$ cat config.mk
export PLATFORM = sky130hd
export DESIGN_NAME = seg7_scan_driver
export DESIGN_NICKNAME = d
export VERILOG_FILES = /design/src/rtl/display_pkg.sv /design/src/rtl/seg7_decode.sv /design/src/rtl/seg7_scan_driver.sv
export SDC_FILE = /design/constraint.sdc
export NUM_CORES = 1
export LEC_CHECK = 0
export ABC_AREA = 1
export BUFFER_PORTS_ARGS = -buffer_cell sky130_fd_sc_hd__buf_2
export CAP_MARGIN = 20
export CORE_MARGIN = 2
export CORE_UTILIZATION = 35
export CTS_BUF_LIST = sky130_fd_sc_hd__clkbuf_4 sky130_fd_sc_hd__clkbuf_8 sky130_fd_sc_hd__clkbuf_16
export DETAILED_ROUTE_END_ITERATION = 7
export SLEW_MARGIN = 20
export SYNTH_ARGS = -nofsm -noshare
export SYNTH_HDL_FRONTEND = slang
export SYNTH_SLANG_ARGS = --single-unit
$ cat constraint.sdc
create_clock -name sys_clk -period 2.6 [get_ports sys_clk]
set_clock_uncertainty 0.05 [all_clocks]
set_input_delay 0.26 -clock sys_clk [delete_from_list [all_inputs] [get_ports sys_clk]]
set_output_delay 0.26 -clock sys_clk [all_outputs]
set_load 0.05 [all_outputs]
$ cat src/rtl/display_pkg.sv
// Display code constants and active-low seven-segment glyphs (bit 0 = a .. bit 6 = g).
package display_pkg;

    localparam logic [4:0] BLANK_CODE      = 5'h10;
    localparam logic [4:0] UNDERSCORE_CODE = 5'h1F;

    localparam logic [6:0] SEG_0 = 7'b1000000;
    localparam logic [6:0] SEG_1 = 7'b1111001;
    localparam logic [6:0] SEG_2 = 7'b0100100;
    localparam logic [6:0] SEG_3 = 7'b0110000;
    localparam logic [6:0] SEG_4 = 7'b0011001;
    localparam logic [6:0] SEG_5 = 7'b0010010;
    localparam logic [6:0] SEG_6 = 7'b0000010;
    localparam logic [6:0] SEG_7 = 7'b1111000;
    localparam logic [6:0] SEG_8 = 7'b0000000;
    localparam logic [6:0] SEG_9 = 7'b0010000;
    localparam logic [6:0] SEG_A = 7'b0001000;
    localparam logic [6:0] SEG_B = 7'b0000011;
    localparam logic [6:0] SEG_C = 7'b1000110;
    localparam logic [6:0] SEG_D = 7'b0100001;
    localparam logic [6:0] SEG_E = 7'b0000110;
    localparam logic [6:0] SEG_F = 7'b0001110;
    localparam logic [6:0] SEG_OFF        = 7'h7F;
    localparam logic [6:0] SEG_UNDERSCORE = 7'b1110111;

    typedef enum logic {
        SLOT_GUARD,
        SLOT_DRIVE
    } slot_state_e;

    // A digit lets leading-zero blanking propagate past it when it is 0 or a blank code (16..30).
    function automatic logic is_zero_or_blank(input logic [4:0] code);
        return (code == 5'd0) || (code[4] && (code != UNDERSCORE_CODE));
    endfunction

endpackage

$ cat src/rtl/seg7_decode.sv
// Combinational 5-bit display code to active-low segment pattern.
module seg7_decode
    import display_pkg::*;
(
    input  logic [4:0] code_i,
    output logic [6:0] seg_o
);

    always_comb begin
        seg_o = SEG_OFF;
        if (code_i == UNDERSCORE_CODE) begin
            seg_o = SEG_UNDERSCORE;
        end else if (!code_i[4]) begin
            case (code_i[3:0])
                4'h0:    seg_o = SEG_0;
                4'h1:    seg_o = SEG_1;
                4'h2:    seg_o = SEG_2;
                4'h3:    seg_o = SEG_3;
                4'h4:    seg_o = SEG_4;
                4'h5:    seg_o = SEG_5;
                4'h6:    seg_o = SEG_6;
                4'h7:    seg_o = SEG_7;
                4'h8:    seg_o = SEG_8;
                4'h9:    seg_o = SEG_9;
                4'hA:    seg_o = SEG_A;
                4'hB:    seg_o = SEG_B;
                4'hC:    seg_o = SEG_C;
                4'hD:    seg_o = SEG_D;
                4'hE:    seg_o = SEG_E;
                default: seg_o = SEG_F;
            endcase
        end
    end

endmodule

$ cat src/rtl/seg7_scan_driver.sv
// Four-digit multiplexed seven-segment scanner: per-frame snapshot, guard time at each
// digit switch, leading-zero blanking and saturation blink on the leftmost decimal point.
module seg7_scan_driver
    import display_pkg::*;
#(
    parameter int REFRESH_DIV  = 50000,
    parameter int GUARD        = 500,
    parameter int BLINK_FRAMES = 250
) (
    input  logic       sys_clk,
    input  logic       reset,
    input  logic [4:0] bcd3,
    input  logic [4:0] bcd2,
    input  logic [4:0] bcd1,
    input  logic [4:0] bcd0,
    input  logic       si,
    input  logic       lzb_en,
    output logic [3:0] an,
    output logic [6:0] seg,
    output logic       dp,
    output logic       frame_start
);

    localparam int SLOT_W  = (REFRESH_DIV > 1) ? $clog2(REFRESH_DIV) : 1;
    localparam int FRAME_W = (BLINK_FRAMES > 1) ? $clog2(BLINK_FRAMES) : 1;
    localparam logic [SLOT_W-1:0]  SLOT_LAST  = SLOT_W'(REFRESH_DIV - 1);
    localparam logic [SLOT_W-1:0]  GUARD_LAST = SLOT_W'(GUARD - 1);
    localparam logic [FRAME_W-1:0] FRAME_LAST = FRAME_W'(BLINK_FRAMES - 1);

    logic [SLOT_W-1:0]  slot_cnt_q, slot_cnt_d;
    logic [1:0]         digit_idx_q;
    logic [FRAME_W-1:0] frame_cnt_q;
    logic               blink_phase_q;
    slot_state_e        state_q;
    logic [3:0][4:0]    snap_code_q;
    logic               snap_si_q;
    logic               snap_lzb_q;
    logic [3:0]         an_q, an_d;
    logic [6:0]         seg_q, seg_d;
    logic               dp_q, dp_d;

    logic               slot_wrap;
    logic               frame_end;
    logic [3:0]         lz_blank;
    logic [4:0]         cur_code;
    logic [6:0]         cur_seg;

    assign slot_wrap  = (slot_cnt_q == SLOT_LAST);
    assign frame_end  = slot_wrap && (digit_idx_q == 2'd3);
    assign slot_cnt_d = slot_wrap ? '0 : slot_cnt_q + SLOT_W'(1);

    always_comb begin
        lz_blank    = '0;
        lz_blank[3] = snap_lzb_q && (snap_code_q[3] == 5'd0);
        lz_blank[2] = snap_lzb_q && (snap_code_q[2] == 5'd0)
                      && is_zero_or_blank(snap_code_q[3]);
        lz_blank[1] = snap_lzb_q && (snap_code_q[1] == 5'd0)
                      && is_zero_or_blank(snap_code_q[3])
                      && is_zero_or_blank(snap_code_q[2]);
        cur_code    = lz_blank[digit_idx_q] ? BLANK_CODE : snap_code_q[digit_idx_q];
    end

    seg7_decode u_decode (
        .code_i (cur_code),
        .seg_o  (cur_seg)
    );

    always_comb begin
        an_d  = '1;
        seg_d = SEG_OFF;
        dp_d  = 1'b1;
        if (state_q == SLOT_DRIVE) begin
            an_d  = ~(4'b0001 << digit_idx_q);
            seg_d = cur_seg;
            dp_d  = ~((digit_idx_q == 2'd3) && snap_si_q && blink_phase_q);
        end
    end

    // state_q always matches slot_cnt_q, so the registered outputs lag the counters by one cycle.
    always_ff @(posedge sys_clk or posedge reset) begin
        if (reset) begin
            slot_cnt_q    <= '0;
            digit_idx_q   <= '0;
            frame_cnt_q   <= '0;
            blink_phase_q <= 1'b0;
            state_q       <= SLOT_GUARD;
            snap_code_q   <= {4{BLANK_CODE}};
            snap_si_q     <= 1'b0;
            snap_lzb_q    <= 1'b0;
            an_q          <= '1;
            seg_q         <= SEG_OFF;
            dp_q          <= 1'b1;
        end else begin
            slot_cnt_q <= slot_cnt_d;
            if (slot_wrap) begin
                digit_idx_q <= digit_idx_q + 2'd1;
            end

            case (state_q)
                SLOT_GUARD: if (slot_cnt_q == GUARD_LAST) state_q <= SLOT_DRIVE;
                SLOT_DRIVE: if (slot_wrap) state_q <= SLOT_GUARD;
                default:    state_q <= SLOT_GUARD;
            endcase

            if (frame_end) begin
                snap_code_q <= {bcd3, bcd2, bcd1, bcd0};
                snap_si_q   <= si;
                snap_lzb_q  <= lzb_en;
                if (frame_cnt_q == FRAME_LAST) begin
                    frame_cnt_q   <= '0;
                    blink_phase_q <= ~blink_phase_q;
                end else begin
                    frame_cnt_q <= frame_cnt_q + FRAME_W'(1);
                end
            end

            an_q  <= an_d;
            seg_q <= seg_d;
            dp_q  <= dp_d;
        end
    end

    assign an          = an_q;
    assign seg         = seg_q;
    assign dp          = dp_q;
    assign frame_start = frame_end;

endmodule

Word-level counts from Yosys, hierarchy flattened

Memories as Yosys holds them, arrays and structs flattened.
Index checks and enable logic that the tools add are counted.

Multiplexer cells: 15
Equal/unequal tests: 7
Reductions and logical operators: 17
Bitwise logic cells: 4
Shifts and indexed selects: 1
$lt $le $gt $ge: 1
$add $sub $neg: 3

Operator list:

| kind                                               | count |
|---|---|
| two-way mux 7 bit                                  | 3 |
| adder 16 x 1 -> 16 bit, second input constant      | 1 |
| == test 16 bit, second input constant              | 1 |
| == test 16 x 9 -> 1 bit, second input constant     | 1 |
| two-way mux 16 bit                                 | 1 |
| zero test 5 bit                                    | 3 |
| logical AND 1 bit                                  | 11 |
| binary-select mux 5 bit (select 2 bit)             | 1 |
| two-way mux 5 bit                                  | 2 |
| != test 5 bit, second input constant               | 2 |
| adder 8 x 1 -> 8 bit, second input constant        | 1 |
| == test 8 bit, second input constant               | 1 |
| two-way mux 8 bit                                  | 1 |
| == test 5 bit, second input constant               | 1 |
| two-way mux 1 bit                                  | 4 |
| two-way mux 4 bit                                  | 1 |
| inverter 4 bit                                     | 1 |
| << shifter 1 x 2 -> 4 bit, first input constant    | 1 |
| < comparator 2 x 3 -> 1 bit, second input constant | 1 |
| inverter 1 bit                                     | 3 |
| adder 2 x 1 -> 2 bit, second input constant        | 1 |
| binary-select mux 1 bit (select 2 bit)             | 1 |
| == test 2 bit, second input constant               | 1 |
| logical OR 1 bit                                   | 2 |
| other kinds (2)                                    | 2 |

Register bits after elaboration: 62
Word-level logic and storage cells: 63
Memories kept: 1
Bits in read-only memories: 112
Output and inout bits: 13

Memories:

| name             | words | width | rd ports | clocked after memory_dff | write ports | RTL line          | RTL |
|---|---|---|---|---|---|---|---|
| (name not given) | 16    | 7     | 1        | 0                        | 0           | seg7_decode.sv:14 | `case (code_i[3:0])` |

Longest topological paths before layout

Gate-level depths: netlist (run 1).
An unclocked memory read counts as a cell.

Depth after elaboration: 12
Depth in mapped cells: 13
Mapped depth without buffers: 12

By module

Synthesis (run 1) repeated with hierarchy kept, for this count alone.

Cell total of the unflattened synthesis: 457
Area total of the unflattened synthesis: 3,450.8 µm²

Modules (own cells, without submodules):

| module           | instances | area each (µm²) | sequential area each (µm²) | cells an instance |
|---|---|---|---|---|
| seg7_scan_driver | 1         | 3,159.3         | 1,571.5                    | 406 |
| seg7_decode      | 1         | 291.5           | 0.0                        | 51 |

Least setup slack after synthesis (run 1)

OpenSTA, ideal clock, no wires.

Path kind: reg2reg
Start point: reg digit_idx_q[0]
End point: reg seg_q[3], in the netlist seg[3]
Arrival time: 1,736 ps
Cell stages (with the launch flop): 14
Path buffers: 1
Path slack: 749 ps
Setup time: 64 ps
Cell sequence: dfrtp_1 -> inv_1 -> buf_2 -> nand2_1 -> o211ai_1 -> nand2_1 -> inv_1 -> ha_1 -> nand3b_1 -> nand2_1 -> nand2_1 -> nand2_1 -> nand2_1 -> nand3_1

Word-level cells in the longest chain between the ends: 7
Elaborated cells on any way between the ends: 10
Classes of those cells: eq/ne: 1; mux: 8; memory: 1

RTL lines:

| element                                                                                                 | RTL line                | RTL |
|---|---|---|
| from (decl)                                                                                             | seg7_scan_driver.sv:31  | `logic [1:0] digit_idx_q;` |
| from (signal assigned)                                                                                  | seg7_scan_driver.sv:96  | `digit_idx_q <= digit_idx_q + 2'd1;` |
| binary-select mux 5 bit (select 2 bit) / binary-select mux 1 bit (select 2 bit) (equally long branches) | seg7_scan_driver.sv:60  | `cur_code = lz_blank[digit_idx_q] ? BLANK_CODE : snap_code_q[digit_idx_q];` |
| two-way mux 5 bit (implied by the code) / two-way mux 1 bit (equally long branches)                     | seg7_scan_driver.sv:60  |  |
| two-way mux 5 bit (*)                                                                                   | seg7_scan_driver.sv:60  |  |
| memory read (16 x 7 bit)                                                                                | --                      |  |
| two-way mux 7 bit                                                                                       | seg7_decode.sv:13       | `end else if (!code_i[4]) begin` |
| two-way mux 7 bit (*)                                                                                   | seg7_decode.sv:11       | `if (code_i == UNDERSCORE_CODE) begin` |
| two-way mux 7 bit (*)                                                                                   | seg7_scan_driver.sv:72  | `if (state_q == SLOT_DRIVE) begin` |
| via seg_d[3]                                                                                            | seg7_scan_driver.sv:39  | `logic [6:0] seg_q, seg_d;` |
| to (signal assigned)                                                                                    | seg7_scan_driver.sv:118 | `seg_q <= seg_d;` |
| to (decl)                                                                                               | seg7_scan_driver.sv:39  |  |

Mark *: on every way through the listed nets, which the timed path passes. The rest lies on a longest branch. The select of a mux whose other input is x is not followed.
A chain may end at the register's enable or synchronous reset.

Final worst setup path (run 1)

Start point: reg slot_cnt_q[0]
End point: out frame_start

Word-level cells in the longest chain between the ends: 2

RTL lines:

| element                | RTL line               | RTL |
|---|---|---|
| from (decl)            | seg7_scan_driver.sv:30 | `logic [SLOT_W-1:0] slot_cnt_q, slot_cnt_d;` |
| from (signal assigned) | seg7_scan_driver.sv:94 | `slot_cnt_q <= slot_cnt_d;` |
| == test 16 bit         | seg7_scan_driver.sv:48 | `assign slot_wrap = (slot_cnt_q == SLOT_LAST);` |
| logical AND 1 bit      | seg7_scan_driver.sv:49 | `assign frame_end = slot_wrap && (digit_idx_q == 2'd3);` |
| to (decl)              | seg7_scan_driver.sv:21 | `output logic frame_start` |

No other way between the ends.

==> results of run 1 <==
cell usage in the layout (no fill, tap or decap), types with 3 or more instances in the layout:
cell type / n
sky130_fd_sc_hd__clkinvlp_4: 4
sky130_fd_sc_hd__nand2_1: 100
sky130_fd_sc_hd__nor2_2: 4
sky130_fd_sc_hd__ha_1: 13
sky130_fd_sc_hd__dfstp_2: 16
sky130_fd_sc_hd__dfrtp_1: 46
sky130_fd_sc_hd__buf_2: 35
sky130_fd_sc_hd__xor2_1: 9
sky130_fd_sc_hd__nor2_1: 45
sky130_fd_sc_hd__nand3b_1: 3
sky130_fd_sc_hd__a21oi_1: 30
sky130_fd_sc_hd__inv_1: 54
sky130_fd_sc_hd__nor3_1: 7
sky130_fd_sc_hd__inv_2: 5
sky130_fd_sc_hd__o21ai_0: 20
sky130_fd_sc_hd__clkbuf_8: 10
sky130_fd_sc_hd__nand4_1: 5
sky130_fd_sc_hd__nand3_1: 32
cells by family after synthesis:
logic type / share of synthesized area (%)
AO/OA/AOI/OAI: 9.11
XOR/XNOR: 2.38
adder cells (fa/ha/maj): 4.92
buffers and inverters: 8.39
flip-flops: 47.5
AND/OR/NAND/NOR: 27.7
registers in the layout (all words and copies together) (netlist names), 2 cells and up:
name / cells
seg: 7
slot_cnt_q: 16
snap_code_q: 20
an: 4
frame_cnt_q: 8
digit_idx_q: 2
per-stage QoR:
stage | cell area (sq um) | instances | util, %
2_1_floorplan | 3310 | 414 | -
3_3_place_gp | 3600 | 556 | 39.2
3_5_place_dp | 3600 | 556 | 39.2
4_1_cts | 3790 | 573 | 41.3
5_1_grt | 3800 | 573 | 41.4
6_report | 3800 | 573 | 41.4
cell type report:
class,instances,area (sq um)
clock inverter,5,35.0
multi-input combinational,285,1470
fill,937,5390
inverter,60,228
tap,111,139
clock buffer,11,145
sequential,62,1570
timing repair buffer,39,220
synthesized netlist by cell type (all sizes together):
| master | n | area [sq um] |
|---|---|---|
| a31oi | 1 | 6.26 |
| dfrtp | 46 | 1150 |
| nor4 | 2 | 12.5 |
| a21oi | 30 | 150 |
| o211ai | 2 | 15.0 |
| dfstp | 16 | 420 |
| nand3b | 3 | 22.5 |
| inv | 60 | 225 |
| nand2 | 102 | 393 |
| o21bai | 1 | 7.51 |
| xor2 | 9 | 78.8 |
| o21ai | 22 | 110 |
| nor3 | 7 | 35.0 |
| nand4 | 6 | 43.8 |
| clkbuf | 1 | 3.75 |
| ha | 13 | 163 |
| buf | 6 | 48.8 |
| o31ai | 1 | 12.5 |
| nor2 | 51 | 225 |
| nand3 | 33 | 170 |
| nor3b | 2 | 15.0 |
final timing paths:
| path | start | endpoint | depth (start not counted) |
|---|---|---|---|
| max in group asynchronous | reset | snap_code_q[19] | 4 |
| setup reg to reg | digit_idx_q[0] | seg[3] | 12 |
| setup / recovery | slot_cnt_q[0] | frame_start | 8 |
| min in group asynchronous | reset | slot_cnt_q[9] | 4 |
| hold / removal | bcd0[4] | snap_code_q[4] | 3 |
| hold reg to reg | blink_phase_q | blink_phase_q | 1 |
per-layer routing:
layer  vias up  GRT usage (%)  part of all wire [%]
met5         -              0                     0
met4         0           8.52                   1.7
met3         9           2.62                   4.4
met2        64           21.0                    46
met1      1295           20.3                    48
li1       1400              -                     -
power by group through the flow:
stage	logic, W	clock network, W	registers (W)
3_3_place_gp	0.0000783	0	0.000999
3_5_place_dp	0.0000800	0	0.00100
6_report	0.0000792	0.000776	0.000982
5_1_grt	0.0000923	0.000834	0.000983
2_1_floorplan	0.0000443	0	0.000998
4_1_cts	0.0000815	0.000799	0.000982
worst min-delay path, delay by kind of cell:
family        cells  cell delay (ps)
simple gates      2               90
buf+inv           1              100
repair_timing:
item | 4_1_cts | 5_1_grt
resized for setup | 0 | 3
hold buffers | 1 | 0
hold endpoints to repair | 46 | 0
endpoints found under the setup margin | 0 | 1
==> results.yml, run 1 <==
pwr:
  power.density_cell_area_nw_per_um2: 483
  p_leak_nw: 1.93
  internal-power_w: 0.00139
  total_power_w: 0.00184
  power_frac_clock_pct: 42.2
  net-switching-power_w: 0.000450
  peak_supply_drop_v: 0.000204
  sequentialPowerShare_pct: 53.5
  pwr-share-comb_pct: 4.3
  sw_frac_of_total_pct: 24.5
timing:
  timing.fmax_mhz: 420
  layout_setup_ws_ps: 217
  totalNegativeSetupSlack_ps: 0
  final-setup-viol-count: 0
  timing.final.hold_violations: 0
  layout_min_cycle_time_ps: 2380
  tightest_slew_ps: 460
  drv_slew: 0
  layout_worst_path_cycle_share_pct: 91.6
  max-slew-margin-rel_pct: 69.3
  holdWs_ps: 52.2
  rsz0062_at_grt: "false"
global_routing:
  wire_length_of_the_first_global_routing_pass_microns: 11700
  groute.usage.overall_pct: 14.5
  grt_pass1_vias: 2558
  maximum_number_of_pins_on_one_net_before_global_route_repair: 63
  grt_overflow: 0
  initial_antenna_violation_count: 0
floorplanning:
  floorplan.core_area_sq_um: 9200
  die_height_microns: 101
  design.die.area_sq_um: 10200
  overall_die_width_microns: 101
  floorplan.rows: 35
  io-pin-count: 37
  floorplan.initialDensity_pct: 36.0
hold_path:
  worstHoldPathType: "input port to flop"
route:
  finalWirelength_microns: 6960
  viasPerCell: 4.83
  detail_route.drc_violations: 0
  drt-initial-drc-count: 147
  detailroute.via_count: 2768
  detail_route.first_pass.iterations: 4
  drt.antenna.violating_nets: 0
  route.detailed.wl_per_inst_microns: 12.1
critical_path:
  timing.reg2reg.setup_slack_ps: 560
  critical_path.startpoint_type: "flop"
  timing.critical_path.arrival_ps: 2070
  critPathTopFamily: "simple AND/OR/NAND/NOR gates"
  cpMaxStageDelayCell: "sky130_fd_sc_hd__dfrtp_1"
  worst-endpoint-required_ps: 2290
  setup.worst_path.class: "flop to output port"
  critical_path_peak_fanout: 10
  worstPathCellList: "ha_1 > nand3_2 > nor3_1 > nand2_1 > inv_2 > nand2_4 > inv_4 > clkbuf_4"
  crit_buf_inv: 3
  crit_path_max_incr_delay_ps: 390
  cp-end-kind: "output port"
clock_tree:
  path_clk_slew_ps: 70
  post-cts-setup-buffers: 0
  clock_latency_ps: 350
  clk_path_buf_depth: 2
  buffer_cell_driving_the_clock_tree_root: "sky130_fd_sc_hd__clkbuf_8"
  cts_htree_levels: 3
  number_of_buffers_inserted_during_clock_tree_synthesis: 9
  clkSinkCount: 62
  clock_tree_from_tritoncts: "done"
synthesis:
  ys_seq_elements: 62
  synth.lib_cells_used.distinct: 31
  synth.cell_area_sq_um: 3310
  syn_avg_cell_area_sq_um: 7.99
  postSynthNetCount: 451
  synth_seq_area_share_pct: 47.5
  instance_count_of_the_mapped_netlist: 414
  yosys_warnings: 0
place:
  buffer_ports.inserted: 36
  dp_slack_ps: 468
  gp_routability_congestion: 0.871
  dpl.hpwl_microns: 5140
layout:
  antennaDiodeCount: 0
  post_route_cells_drive_above_1_share_pct: 18.8
  nNetsFinal: 494
  area_delta_synth_final_pct: 14.9
job:
  drv_cap: 0
status:
  outcome: "complete, no violations"
Power figures use the tool's default switching activity.
==> run 2, diff against run 1 <==
PLACE_DENSITY_LB_ADDON = 0.1   (was not set)
==> run 2 against run 1 <==
- clock power is 28% higher
- via count is 3.4% lower
- wire length grew 1.8%
- critical endpoint unchanged
- largest cell class unchanged
- critical path depth did not move
- non-clock buffer count rose by 1
- largest power group is now clock
- fmax rose by 1.1%
- sequential share of layout area is 0.60 points lower
- count of clock-buffer cells in the layout grew 2
- register-to-register slack got worse by 80 ps
- combinational power fell by 0.9%
- highest routed layer unchanged
- flip-flop and latch count unchanged
- critical path type unchanged
- sequential power is essentially flat
==> results.yml, run 2 (synthesized netlist as in run 1, its figures left out) <==
layout:
  max_flop_register: "snap_code_q"
  largest_reg_flops: 20
  final_cell_mix: "sky130_fd_sc_hd__nand2_1, sky130_fd_sc_hd__inv_1, sky130_fd_sc_hd__dfrtp_1"
  post_route_cells_drive_above_1_share_pct: 19.0
  top_regs: "snap_code_q: 20 flops, slot_cnt_q: 16 flops, frame_cnt_q: 8 flops"
  nNetsFinal: 495
  most_common_cell_after_layout_fill_and_taps_aside: "sky130_fd_sc_hd__nand2_1"
  antennaDiodeCount: 0
  area_delta_synth_final_pct: 16.6
floorplanning:
  floorplan.initialDensity_pct: 36.0
  overall_die_width_microns: 101
  io-pin-count: 37
  design.die.area_sq_um: 10200
  die_height_microns: 101
  floorplan.rows: 35
  floorplan.core_area_sq_um: 9200
clock_tree:
  clkSinkCount: 62
  post-cts-setup-buffers: 0
  clock_latency_ps: 330
  buffer_cell_driving_the_clock_tree_root: "sky130_fd_sc_hd__clkbuf_8"
  clk_path_buf_depth: 2
  cts_htree_levels: 3
  number_of_buffers_inserted_during_clock_tree_synthesis: 9
  path_clk_slew_ps: 70
  clock_tree_from_tritoncts: "done"
timing:
  final-setup-viol-count: 0
  layout_worst_path_cycle_share_pct: 90.6
  tightest_slew_ps: 666
  rsz0062_at_grt: "false"
  max-slew-margin-rel_pct: 55.5
  timing.fmax_mhz: 425
  totalNegativeSetupSlack_ps: 0
  layout_min_cycle_time_ps: 2360
  timing.final.hold_violations: 0
  drv_slew: 0
pwr:
  total_power_w: 0.00205
  p_leak_nw: 1.95
  peak_supply_drop_v: 0.000225
  power.density_cell_area_nw_per_um2: 531
status:
  outcome: "complete, no violations"
critical_path:
  worst_r2r_path_depth: 12
  worstPathCellList: "ha_1 > nand3_2 > nor3_1 > nand2_1 > inv_2 > nand2_2 > inv_4 > clkbuf_4"
  crit_path_max_incr_delay_ps: 370
  timing.critical_path.arrival_ps: 2050
  critical_path_peak_fanout: 10
  worst_r2r_endpoint: "seg[3]"
  regToRegStartpoint: "digit_idx_q[1]"
  cp.depth: 8
  crit_buf_inv: 3
  cpMaxStageDelayCell: "sky130_fd_sc_hd__dfrtp_1"
  critPathTopFamily: "simple AND/OR/NAND/NOR gates"
  timing.reg2reg.setup_slack_ps: 480
  crit_end: "frame_start"
  critical_path.startpoint_type: "flop"
  setup.worst_path.class: "flop to output port"
  worst-endpoint-required_ps: 2290
  worstSetupStartpoint: "slot_cnt_q[0]"
  cp-end-kind: "output port"
route:
  drt.antenna.violating_nets: 0
  detailroute.via_count: 2675
  route.detailed.wl_per_inst_microns: 12.3
  drt-initial-drc-count: 88
  finalWirelength_microns: 7080
  viasPerCell: 4.66
  detail_route.drc_violations: 0
  detail_route.first_pass.iterations: 4
global_routing:
  initial_antenna_violation_count: 0
  wire_length_of_the_first_global_routing_pass_microns: 12400
  groute.usage.overall_pct: 15.6
  grt_overflow: 0
  grt_pass1_vias: 2513
  maximum_number_of_pins_on_one_net_before_global_route_repair: 34
place:
  dpl.hpwl_microns: 5270
  gp_routability_congestion: 0.853
  buffer_ports.inserted: 36
hold_path:
  worstHoldPathType: "input port to flop"
  hold_path.startpoint: "bcd3[1]"
job:
  drv_cap: 0
[run 2: how the worst min path moves through the flow]
stage | end | slack [ps] | depth (start not counted)
floorplan | snap_code_q[4] | 300 | 2
global placement | frame_cnt_q[5] | 350 | 2
detailed placement | frame_cnt_q[5] | 350 | 2
CTS | snap_code_q[17] | 60 | 3
global route | snap_code_q[16] | 70 | 3
finish | snap_code_q[16] | 70 | 3
[run 2: metrics by stage]
step,hold WS [ps],instance area (sq um),utilization (%),worst slack [ps],cells
2_1_floorplan,302,3310,-,749,414
3_3_place_gp,348,3610,39.3,549,557
3_5_place_dp,347,3610,39.3,533,557
4_1_cts,57.5,3850,41.9,134,574
5_1_grt,67.5,3860,42.0,31.9,574
6_report,74.0,3860,42.0,244,574
[run 2: metal layers]
metal | up-vias | GRT usage (%) | share of wire (%)
met5 | - | 0 | 0
met4 | 0 | 6.24 | 1.3
met3 | 8 | 3.11 | 4.1
met2 | 56 | 22.9 | 43
met1 | 1208 | 22.4 | 52
li1 | 1403 | - | -
[run 2: report_power, final]
group	leakage, nW	total (W)	internal [W]	switching, W
registers	0.732	0.000982	0.000977	0.00000475
clock network	0.117	0.000990	0.000615	0.000376
logic	1.11	0.0000785	0.0000290	0.0000495
total	1.95	0.00205	0.00162	0.000430
[run 2: area by class of cell]
| cell class | instances | area, sq um |
|---|---|---|
| fillers | 962 | 5340 |
| multi-input cells | 285 | 1460 |
| inverters | 60 | 228 |
| flip-flops and latches | 62 | 1570 |
| well taps | 111 | 139 |
| clock inverters | 3 | 67.6 |
| repair buffers | 40 | 228 |
| clock buffers | 13 | 166 |
[run 2: timing repair]
action,4_1_cts,5_1_grt
hold buffers,1,0
endpoints found under the hold margin,25,0
setup endpoints to repair,0,1
gates resized for setup,0,2
[run 2: worst reg2reg max path, stage by stage (launching register included)]
cell and delay (ps):
sky130_fd_sc_hd__dfrtp_1 550, sky130_fd_sc_hd__inv_2 160, sky130_fd_sc_hd__a21oi_1 190, sky130_fd_sc_hd__o21ai_0 110, sky130_fd_sc_hd__nand2_1 170, sky130_fd_sc_hd__inv_1 130
sky130_fd_sc_hd__ha_1 240, sky130_fd_sc_hd__nand3_1 120, sky130_fd_sc_hd__nand2_1 60, sky130_fd_sc_hd__nand2_1 60, sky130_fd_sc_hd__nand2_1 60, sky130_fd_sc_hd__nand2_1 60
sky130_fd_sc_hd__nand3_1 80
==> run 3, diff against run 2 <==
CTS_BUF_LIST = not set   (was sky130_fd_sc_hd__clkbuf_4 sky130_fd_sc_hd__clkbuf_8 sky130_fd_sc_hd__clkbuf_16)
==> run 3 against run 2 <==
- non-clock buffer count unchanged
- register-to-register slack got worse by 20 ps
- clock power decreased by 2%
- power decreased by 0.90%
- critical path depth unchanged
- largest power group is now registers
==> results.yml, run 3 (synthesized netlist as in run 1, its figures left out) <==
critical_path:
  worstSetupStartpoint: "slot_cnt_q[0]"
  crit_end: "frame_start"
  cp-end-kind: "output port"
  timing.critical_path.arrival_ps: 2050
  worst_r2r_path_depth: 12
  setup.worst_path.class: "flop to output port"
  timing.reg2reg.setup_slack_ps: 460
  worst_r2r_endpoint: "seg[3]"
  worst-endpoint-required_ps: 2290
  regToRegStartpoint: "digit_idx_q[1]"
  critical_path_peak_fanout: 10
  critical_path.startpoint_type: "flop"
timing:
  timing.final.hold_violations: 0
  tightest_slew_ps: 663
  rsz0062_at_grt: "false"
  max-slew-margin-rel_pct: 55.7
  final-setup-viol-count: 0
  totalNegativeSetupSlack_ps: 0
  layout_min_cycle_time_ps: 2360
  timing.fmax_mhz: 424
  layout_worst_path_cycle_share_pct: 90.7
  drv_slew: 0
floorplanning:
  overall_die_width_microns: 101
  design.die.area_sq_um: 10200
  io-pin-count: 37
  floorplan.rows: 35
  floorplan.initialDensity_pct: 36.0
  die_height_microns: 101
  floorplan.core_area_sq_um: 9200
place:
  gp_routability_congestion: 0.853
  cell_total_after_placement: 557
  dpl.hpwl_microns: 5270
  buffer_ports.inserted: 36
global_routing:
  initial_antenna_violation_count: 0
  grt_overflow: 0
  grt_pass1_vias: 2527
  wire_length_of_the_first_global_routing_pass_microns: 12400
  groute.usage.overall_pct: 15.6
  maximum_number_of_pins_on_one_net_before_global_route_repair: 34
clock_tree:
  buffer_cell_driving_the_clock_tree_root: "sky130_fd_sc_hd__clkbuf_8"
  clk_path_buf_depth: 2
  clock_tree_from_tritoncts: "done"
  number_of_buffers_inserted_during_clock_tree_synthesis: 9
  cts_htree_levels: 3
  clock_latency_ps: 330
  clkSinkCount: 62
  path_clk_slew_ps: 70
pwr:
  peak_supply_drop_v: 0.000226
  sw_frac_of_total_pct: 21.3
  power_frac_clock_pct: 47.8
  sequentialPowerShare_pct: 48.3
  net-switching-power_w: 0.000432
  power.density_cell_area_nw_per_um2: 528
  pwr-share-comb_pct: 3.9
  total_power_w: 0.00203
  internal-power_w: 0.00160
  p_leak_nw: 1.95
layout:
  top_regs: "snap_code_q: 20 flops, slot_cnt_q: 16 flops, frame_cnt_q: 8 flops"
  nNetsFinal: 495
  max_flop_register: "snap_code_q"
  final.fill_count: 964
  most_common_cell_after_layout_fill_and_taps_aside: "sky130_fd_sc_hd__nand2_1"
  final_cells: 574
  post_route_cells_drive_above_1_share_pct: 18.6
  final_cell_mix: "sky130_fd_sc_hd__nand2_1, sky130_fd_sc_hd__inv_1, sky130_fd_sc_hd__dfrtp_1"
  area_delta_synth_final_pct: 16.4
  antennaDiodeCount: 0
  largest_reg_flops: 20
route:
  detail_route.first_pass.iterations: 4
  finalWirelength_microns: 7100
  drt-initial-drc-count: 77
  detail_route.drc_violations: 0
  viasPerCell: 4.65
  detailroute.via_count: 2667
  route.detailed.wl_per_inst_microns: 12.4
  drt.antenna.violating_nets: 0
status:
  outcome: "complete, no violations"
job:
  drv_cap: 0
hold_path:
  worstHoldPathType: "input port to flop"
  holdPathStages: 3
run 3: critical path: stages, from the launching register on:
cell and delay (ps):
sky130_fd_sc_hd__dfrtp_1 370, sky130_fd_sc_hd__ha_1 220, sky130_fd_sc_hd__nand3_2 170, sky130_fd_sc_hd__nor3_1 210
sky130_fd_sc_hd__nand2_1 80, sky130_fd_sc_hd__inv_2 120, sky130_fd_sc_hd__nand2_2 160, sky130_fd_sc_hd__inv_4 140
sky130_fd_sc_hd__clkbuf_4 240
run 3: per-stage QoR:
step	hold WS (ps)	worst slack, ps	cell area (sq um)	utilization (%)
final	74.7	242	3850	41.9
after global routing	67.5	31.9	3850	41.9
after CTS	57.5	134	3850	41.8
after detailed placement	347	533	3610	39.3
after global placement	348	549	3610	39.3
after floorplan	302	749	3310	-
run 3: power groups by stage:
| stage | logic [W] | clock network (W) | registers, W |
|---|---|---|---|
| finish | 0.0000784 | 0.000972 | 0.000982 |
| detailed placement | 0.0000794 | 0 | 0.00100 |
| floorplan | 0.0000443 | 0 | 0.000998 |
| global placement | 0.0000788 | 0 | 0.00100 |
| CTS | 0.0000809 | 0.00100 | 0.000982 |
| global route | 0.0000929 | 0.00104 | 0.000983 |
run 3: worst min path at each step:
stage	start	end
after global placement	reset	frame_cnt_q[5]
after floorplan	bcd0[4]	snap_code_q[4]
final	bcd3[1]	snap_code_q[16]
after detailed placement	reset	frame_cnt_q[5]
after global routing	bcd3[1]	snap_code_q[16]
after CTS	bcd3[2]	snap_code_q[17]
run 3: final cells by class:
cell class                      instances  area (sq um)  share of cell area, %
Clock buffer                           13           159                   4.12
Clock inverter                          3          67.6                   1.75
Timing Repair Buffer                   40           228                   5.91
Sequential cell                        62          1570                   40.8
Tap cell                              111           139                   3.61
Multi-Input combinational cell        285          1460                   37.9
Inverter                               60           228                   5.91
run 3: timing repair:
action | 4_1_cts | 5_1_grt
hold buffers | 1 | 0
setup endpoints to repair | 0 | 1
buffers inserted | 0 | 0
resized for setup | 0 | 2
endpoints found under the hold margin | 25 | 0
run 3: metal layers:
layer	vias up	GRT usage (%)	wire length, microns
met2	55	23.1	3010
met1	1200	22.4	3700
li1	1404	-	-
met5	-	0	0
met3	8	3.11	290
met4	0	6.24	93
